===== config.mk =====
export PLATFORM = sky130hd
export DESIGN_NAME = leve_ifq
export DESIGN_NICKNAME = d
export VERILOG_FILES = /design/src/rtl/leve_ifq.sv
export SDC_FILE = /design/constraint.sdc
export NUM_CORES = 2
export LEC_CHECK = 0
export BUFFER_PORTS_ARGS = -buffer_cell sky130_fd_sc_hd__buf_2
export CAP_MARGIN = 20
export CORE_MARGIN = 1
export CORE_UTILIZATION = 40
export CTS_CLUSTER_SIZE = 8
export DETAILED_ROUTE_END_ITERATION = 16
export GPL_TIMING_DRIVEN = 0
export SYNTH_ARGS = -nofsm -noshare
export SYNTH_HDL_FRONTEND = slang
export SYNTH_SLANG_ARGS = --single-unit

===== constraint.sdc =====
create_clock -name CLK -period 25.2 [get_ports CLK]
set_clock_uncertainty 0.05 [all_clocks]
set_input_delay 3.78 -clock CLK [delete_from_list [all_inputs] [get_ports CLK]]
set_output_delay 3.78 -clock CLK [all_outputs]
set_load 0.005 [all_outputs]

===== src/rtl/leve_ifq.sv =====
// leve_ifq: instruction fetch queue. Issues boundary-aligned AXI INCR bursts from the fetch PC,
// buffers {PC, instruction} pairs for decode, and flushes/refetches on REDIRECT.
module leve_ifq #(
    parameter int                ADDR_W    = 64,
    parameter int                BURST_LEN = 8,
    parameter int                DEPTH     = 16,
    parameter logic [ADDR_W-1:0] RESET_PC  = 64'h8000_0000
) (
    input  logic              CLK,
    input  logic              RSTn,
    output logic              ARVALID,
    input  logic              ARREADY,
    output logic [ADDR_W-1:0] ARADDR,
    output logic [1:0]        ARBURST,
    output logic [7:0]        ARLEN,
    input  logic              RVALID,
    output logic              RREADY,
    input  logic [31:0]       RDATA,
    input  logic              RLAST,
    input  logic              REDIRECT,
    input  logic [ADDR_W-1:0] REDIRECT_PC,
    output logic              INST_VALID,
    input  logic              INST_READY,
    output logic [31:0]       INST,
    output logic [ADDR_W-1:0] INST_PC
);
    localparam int OFF_W = $clog2(BURST_LEN) + 2;
    localparam int NB_W  = $clog2(BURST_LEN) + 1;
    localparam int PTR_W = $clog2(DEPTH);
    localparam int CNT_W = $clog2(DEPTH + 1);
    localparam logic [NB_W-1:0] BURST_C = NB_W'(BURST_LEN);
    localparam logic [CNT_W:0]  DEPTH_C = (CNT_W+1)'(DEPTH);

    typedef enum logic [1:0] {IDLE, ADDR, DATA, DRAIN} state_t;

    state_t            state_q, state_d;
    logic [ADDR_W-1:0] pc_q, pc_d;
    logic [ADDR_W-1:0] araddr_q, araddr_d;
    logic [7:0]        arlen_q, arlen_d;
    logic [PTR_W-1:0]  wr_ptr_q, wr_ptr_d, rd_ptr_q, rd_ptr_d;
    logic [CNT_W-1:0]  count_q, count_d, resv_q, resv_d;
    logic              redir_pend_q, redir_pend_d;

    logic [ADDR_W-1:0] pc_mem   [DEPTH];
    logic [31:0]       inst_mem [DEPTH];

    logic [NB_W-1:0] nb;
    logic            space_ok, beat, ar_hs, push, pop;

    assign ARVALID    = (state_q == ADDR);
    assign RREADY     = (state_q == DATA) || (state_q == DRAIN);
    assign ARADDR     = araddr_q;
    assign ARLEN      = arlen_q;
    assign ARBURST    = 2'b01;
    assign INST_VALID = (count_q != '0);
    assign INST       = inst_mem[rd_ptr_q];
    assign INST_PC    = pc_mem[rd_ptr_q];

    assign beat  = RVALID && RREADY;
    assign ar_hs = ARVALID && ARREADY;
    assign push  = (state_q == DATA) && beat && !REDIRECT;
    assign pop   = INST_VALID && INST_READY && !REDIRECT;

    // Beats left before the next BURST_LEN*4-byte boundary, so a burst never straddles it.
    assign nb       = BURST_C - {1'b0, pc_q[OFF_W-1:2]};
    assign space_ok = ({1'b0, count_q} + {1'b0, resv_q} + (CNT_W+1)'(nb)) <= DEPTH_C;

    always_comb begin
        state_d      = state_q;
        pc_d         = pc_q;
        araddr_d     = araddr_q;
        arlen_d      = arlen_q;
        resv_d       = resv_q;
        redir_pend_d = redir_pend_q;
        wr_ptr_d     = wr_ptr_q;
        rd_ptr_d     = rd_ptr_q;
        count_d      = count_q;

        unique case (state_q)
            IDLE: begin
                if (!REDIRECT && space_ok) begin
                    state_d  = ADDR;
                    araddr_d = pc_q;
                    arlen_d  = 8'(nb - 1'b1);
                    resv_d   = CNT_W'(nb);
                end
            end
            ADDR: begin
                // The address phase cannot be withdrawn, so a redirect here is remembered
                // and the returning burst is drained instead of queued.
                if (ar_hs) begin
                    state_d      = (redir_pend_q || REDIRECT) ? DRAIN : DATA;
                    redir_pend_d = 1'b0;
                end else if (REDIRECT) begin
                    redir_pend_d = 1'b1;
                end
            end
            DATA: begin
                if (beat) begin
                    pc_d   = pc_q + ADDR_W'(4);
                    resv_d = resv_q - 1'b1;
                    if (RLAST) state_d = IDLE;
                end
                if (REDIRECT && !(beat && RLAST)) state_d = DRAIN;
            end
            DRAIN: begin
                if (beat && RLAST) state_d = IDLE;
            end
            default: state_d = IDLE;
        endcase

        if (push) wr_ptr_d = wr_ptr_q + 1'b1;
        if (pop)  rd_ptr_d = rd_ptr_q + 1'b1;
        if (push && !pop)      count_d = count_q + 1'b1;
        else if (pop && !push) count_d = count_q - 1'b1;

        if (REDIRECT) begin
            pc_d     = REDIRECT_PC;
            resv_d   = '0;
            wr_ptr_d = '0;
            rd_ptr_d = '0;
            count_d  = '0;
        end
    end

    always_ff @(posedge CLK or negedge RSTn) begin
        if (!RSTn) begin
            state_q      <= IDLE;
            pc_q         <= RESET_PC;
            araddr_q     <= '0;
            arlen_q      <= '0;
            wr_ptr_q     <= '0;
            rd_ptr_q     <= '0;
            count_q      <= '0;
            resv_q       <= '0;
            redir_pend_q <= 1'b0;
        end else begin
            state_q      <= state_d;
            pc_q         <= pc_d;
            araddr_q     <= araddr_d;
            arlen_q      <= arlen_d;
            wr_ptr_q     <= wr_ptr_d;
            rd_ptr_q     <= rd_ptr_d;
            count_q      <= count_d;
            resv_q       <= resv_d;
            redir_pend_q <= redir_pend_d;
        end
    end

    always_ff @(posedge CLK) begin
        if (push) begin
            pc_mem[wr_ptr_q]   <= pc_q;
            inst_mem[wr_ptr_q] <= RDATA;
        end
    end

endmodule


==> summary.txt <==
Yosys
  – Avg Cell Area, Syn: 22.3 µm²
  – Mux share of post-synthesis cell area: 0.180
  – Syn nets: 3,068
  – Post-synth top area share: 0.703
  – Yosys warns: 0
  – Simple-gate share of the synthesized area: 0.0266
  – Synth Area in Compound Gates: 0.0106
  – EDFF count, synth: 1,536
  – Main flop type after synthesis: edfxtp_1
  – Mapped Area: 65,600 µm²
  – Largest family of logic cells by synthesized area: multiplexers
  – Post-synthesis async set-or-reset flop share: 0.0911
  – Gate Count Post-Synth: 2,943
  – Post-synthesis sequential area ratio: 0.762
  – Synth Area in XOR/XNOR: 0.00547
  – Largest cells by area after synthesis: edfxtp_1 (70%), mux4_2 (16%), dfrtp_1 (5.8%)
  – Cell taking the most area after synthesis: edfxtp_1
  – Synth Area in Adders: 0.00488
  – Synth cell types: 59
  – Yosys reg bits: 1,690

Floorplan
  – Site Rows: 148
  – Boundary pin count: 276
  – Starting Density: 0.403
  – Chip width: 407 µm
  – Core ar.: 163,000 µm²
  – Die ar.: 166,000 µm²
  – Die height: 407 µm

Power and ir drop
  – Register share of total power: 0.432
  – Int Power: 5.66 mW
  – Worst IR drop on VDD: 0.0722 mV
  – Leakage: 25.4 nW
  – Psw: 2.04 mW
  – Clk pwr share: 0.366
  – Combinational share of power: 0.201
  – Switch share: 0.265
  – PD cells: 97.6 nW/µm²

Setup path
  – Worst Path Required: 21.37 ns
  – Crit path buf inv count: 4
  – CP Launch Point: rd_ptr_q[1]
  – CP top delay family: buffers and inverters
  – CP Class: register to primary output
  – Startpoint Class: register
  – CP Cell Sequence: clkbuf_1, clkbuf_1, clkbuf_1, mux4_2, mux4_2, buf_2
  – Crit Path Max Fanout: 10
  – Crit path depth: 6
  – WP data arrival: 4.59 ns
  – Crit. End Element: primary output
  – Crit-path max cell delay: 0.87 ns
  – R2R Path Start: pc_q[2]
  – Reg2Reg Setup Slack: 19.58 ns
  – Crit-path slowest cell: clkbuf_1
  – Critical Path End: INST_PC[47]
  – Reg2Reg Capture Point: ARADDR[3]
  – Crit path top cell by count: clkbuf_1
  – Worst Reg-to-Reg Cells: 12

CTS
  – CTS root buf: clkbuf_16
  – Clock tree buffer depth: 3
  – Reg clk slew, reported paths: 0.05 ns
  – CTS tree: built
  – Cts repair resizes: 0
  – Hold-fix buffers, CTS: 0
  – Buffer count from post-CTS setup fixing: 0
  – Insertion delay to the later sink of the worst-skew pair: 0.83 ns
  – Clk sinks: 1,690
  – CTS H-Tree Depth: 4
  – CTS buffer count: 229

STA
  – Fin crit period: 8.42 ns
  – RSZ-0062 raised after global routing: false
  – Final Cycle Share: 0.334
  – Final Worst Setup Slack: 16.78 ns
  – FMAX: 119 MHz
  – Worst Tran Pin Value: 1.16 ns
  – Final Max Slew Viols: 0
  – Final hold vios: 0
  – TNS Setup: 0 ns
  – Finish-stage setup viols: 0
  – Rel. slew slack: 0.230

Run
  – MaxCap Viol Count: 0

Layout
  – Most frequent cells in the layout: edfxtp_1 (1,536), mux4_2 (480), buf_2 (297)
  – Layout area overhead: 20.3%
  – Commonest non-fill, non-tap cell in the layout: edfxtp_1
  – Final Util: 0.485
  – Layout Cells excl Fill: 5,919
  – Nets: 3,728
  – Share of cells above drive strength 1: 0.343

GRT
  – Initial antenna violation count: 16
  – Remaining Overflow, GRT: 0
  – First-pass GRT wire length: 251,000 µm
  – Number of global-route vias before repair: 34,340
  – Largest net degree at the start of global routing: 106
  – GRT Resource Usage Total: 0.215

Drt
  – DR pass1 iterations: 5
  – DR vias/cell: 5.69
  – DRC viols: 0
  – Violation count after the first detailed-route iteration: 3,842
  – Total Wirelength: 176,000 µm
  – ANT nets after route: 0
  – Via count: 33,662
  – Avg WL per Cell: 29.7 µm

Status
  – Status: complete, no violations

Placement
  – Gpl congestion: 0.806
  – DP Worst Slack: 17.61 ns
  – Port-buffer cells: 273
  – DPL Wire Length: 118,000 µm
  – Placed cells: 5,528

Hold path
  – Hold WC Path Type: register to register
per-stage QoR:
stage	total power [mW]	area, µm²	hold WS (ns)
2_1_floorplan	4.28	65600	0.442
3_3_place_gp	4.89	69700	0.437
3_5_place_dp	4.93	72100	0.440
4_1_cts	7.74	78600	0.452
5_1_grt	7.98	78900	0.462
6_report	7.70	78900	0.451
state kept, by name, indices dropped and copies added, names as in the netlist:
signal	cells
pc_mem	1024
inst_mem	512
count_q	5
state_q	2
wr_ptr_q	4
resv_q	5
ARADDR	64
rd_ptr_q	4
ARLEN	5
pc_q	64
redir_pend_q	1
power groups by stage:
stage                     logic, mW  registers [mW]  clock network [mW]
final                          1.55            3.33                2.82
after global routing           1.67            3.34                2.98
after CTS                      1.56            3.32                2.86
after detailed placement       1.55            3.38                   0
after global placement         1.51            3.38                   0
after floorplan               0.959            3.32                   0
Yosys cell counts (3+ instances only):
cell type and count:
edfxtp_1 1536, mux4_2 480, dfrtp_1 153, clkbuf_1 98
nand2_1 87, mux2_2 73, nor2_1 59, o21ai_0 40
nand3_1 38, nand4_1 35, buf_1 27, buf_2 24
nor3_1 21, xor2_1 21, xnor2_1 20, inv_1 17
ha_1 16, mux2i_1 15, or4_1 15, a31oi_1 14
nor4_1 14, nor2b_1 13, a21oi_1 11, or3_1 11
and3_1 10, nand2b_1 8, a22oi_1 7, o211ai_1 7
a221o_1 6, fa_1 6, nor3b_1 6, o31ai_1 6
and2_1 5, and4_1 5, buf_4 5, a211oi_1 3
o2111ai_1 3
area by class of cell:
cell class                      instances  area [µm²]
Timing Repair Buffer                  429        3930
Multi-Input combinational cell       1079       15000
Tap cell                             2175        2720
Inverter                               18        67.6
Sequential cell                      1690       50000
Fill cell                           13147       83900
Antenna cell                            2        5.00
Buffer                                156         637
Clock inverter                         12         210
Clock buffer                          358        6310
layer usage:
layer  global-route usage  part of all wire  vias up
li1                     -                 -    13738
met3               0.0390             0.077      217
met5                    0           0.00015        -
met2                0.336              0.47     1475
met4               0.0459             0.017        4
met1                0.315              0.43    18228
kinds of logic (layout without fill, tap and decap cells):
| group | after synthesis | count (layout) |
|---|---|---|
| muxes | 568 | 568 |
| adders and majority gates | 22 | 22 |
| buffers and inverters | 174 | 973 |
| xor gates and xnor gates | 41 | 41 |
| AOI/OAI and AO/OA | 108 | 108 |
| DFF | 1690 | 1690 |
| and+or+nand+nor | 338 | 338 |
| other | 2 | 4 |
worst min path at each step:
stage	from	endpoint	slack (ns)	cells past startpoint
finish	ARADDR[23]	ARADDR[23]	0.45	1
floorplan	redir_pend_q	redir_pend_q	0.44	2
detailed placement	ARADDR[6]	ARADDR[6]	0.44	1
global placement	ARADDR[6]	ARADDR[6]	0.44	1
CTS	ARADDR[23]	ARADDR[23]	0.45	1
global route	ARADDR[12]	ARADDR[12]	0.46	1
Note: power is estimated with default switching activity, not from simulation.
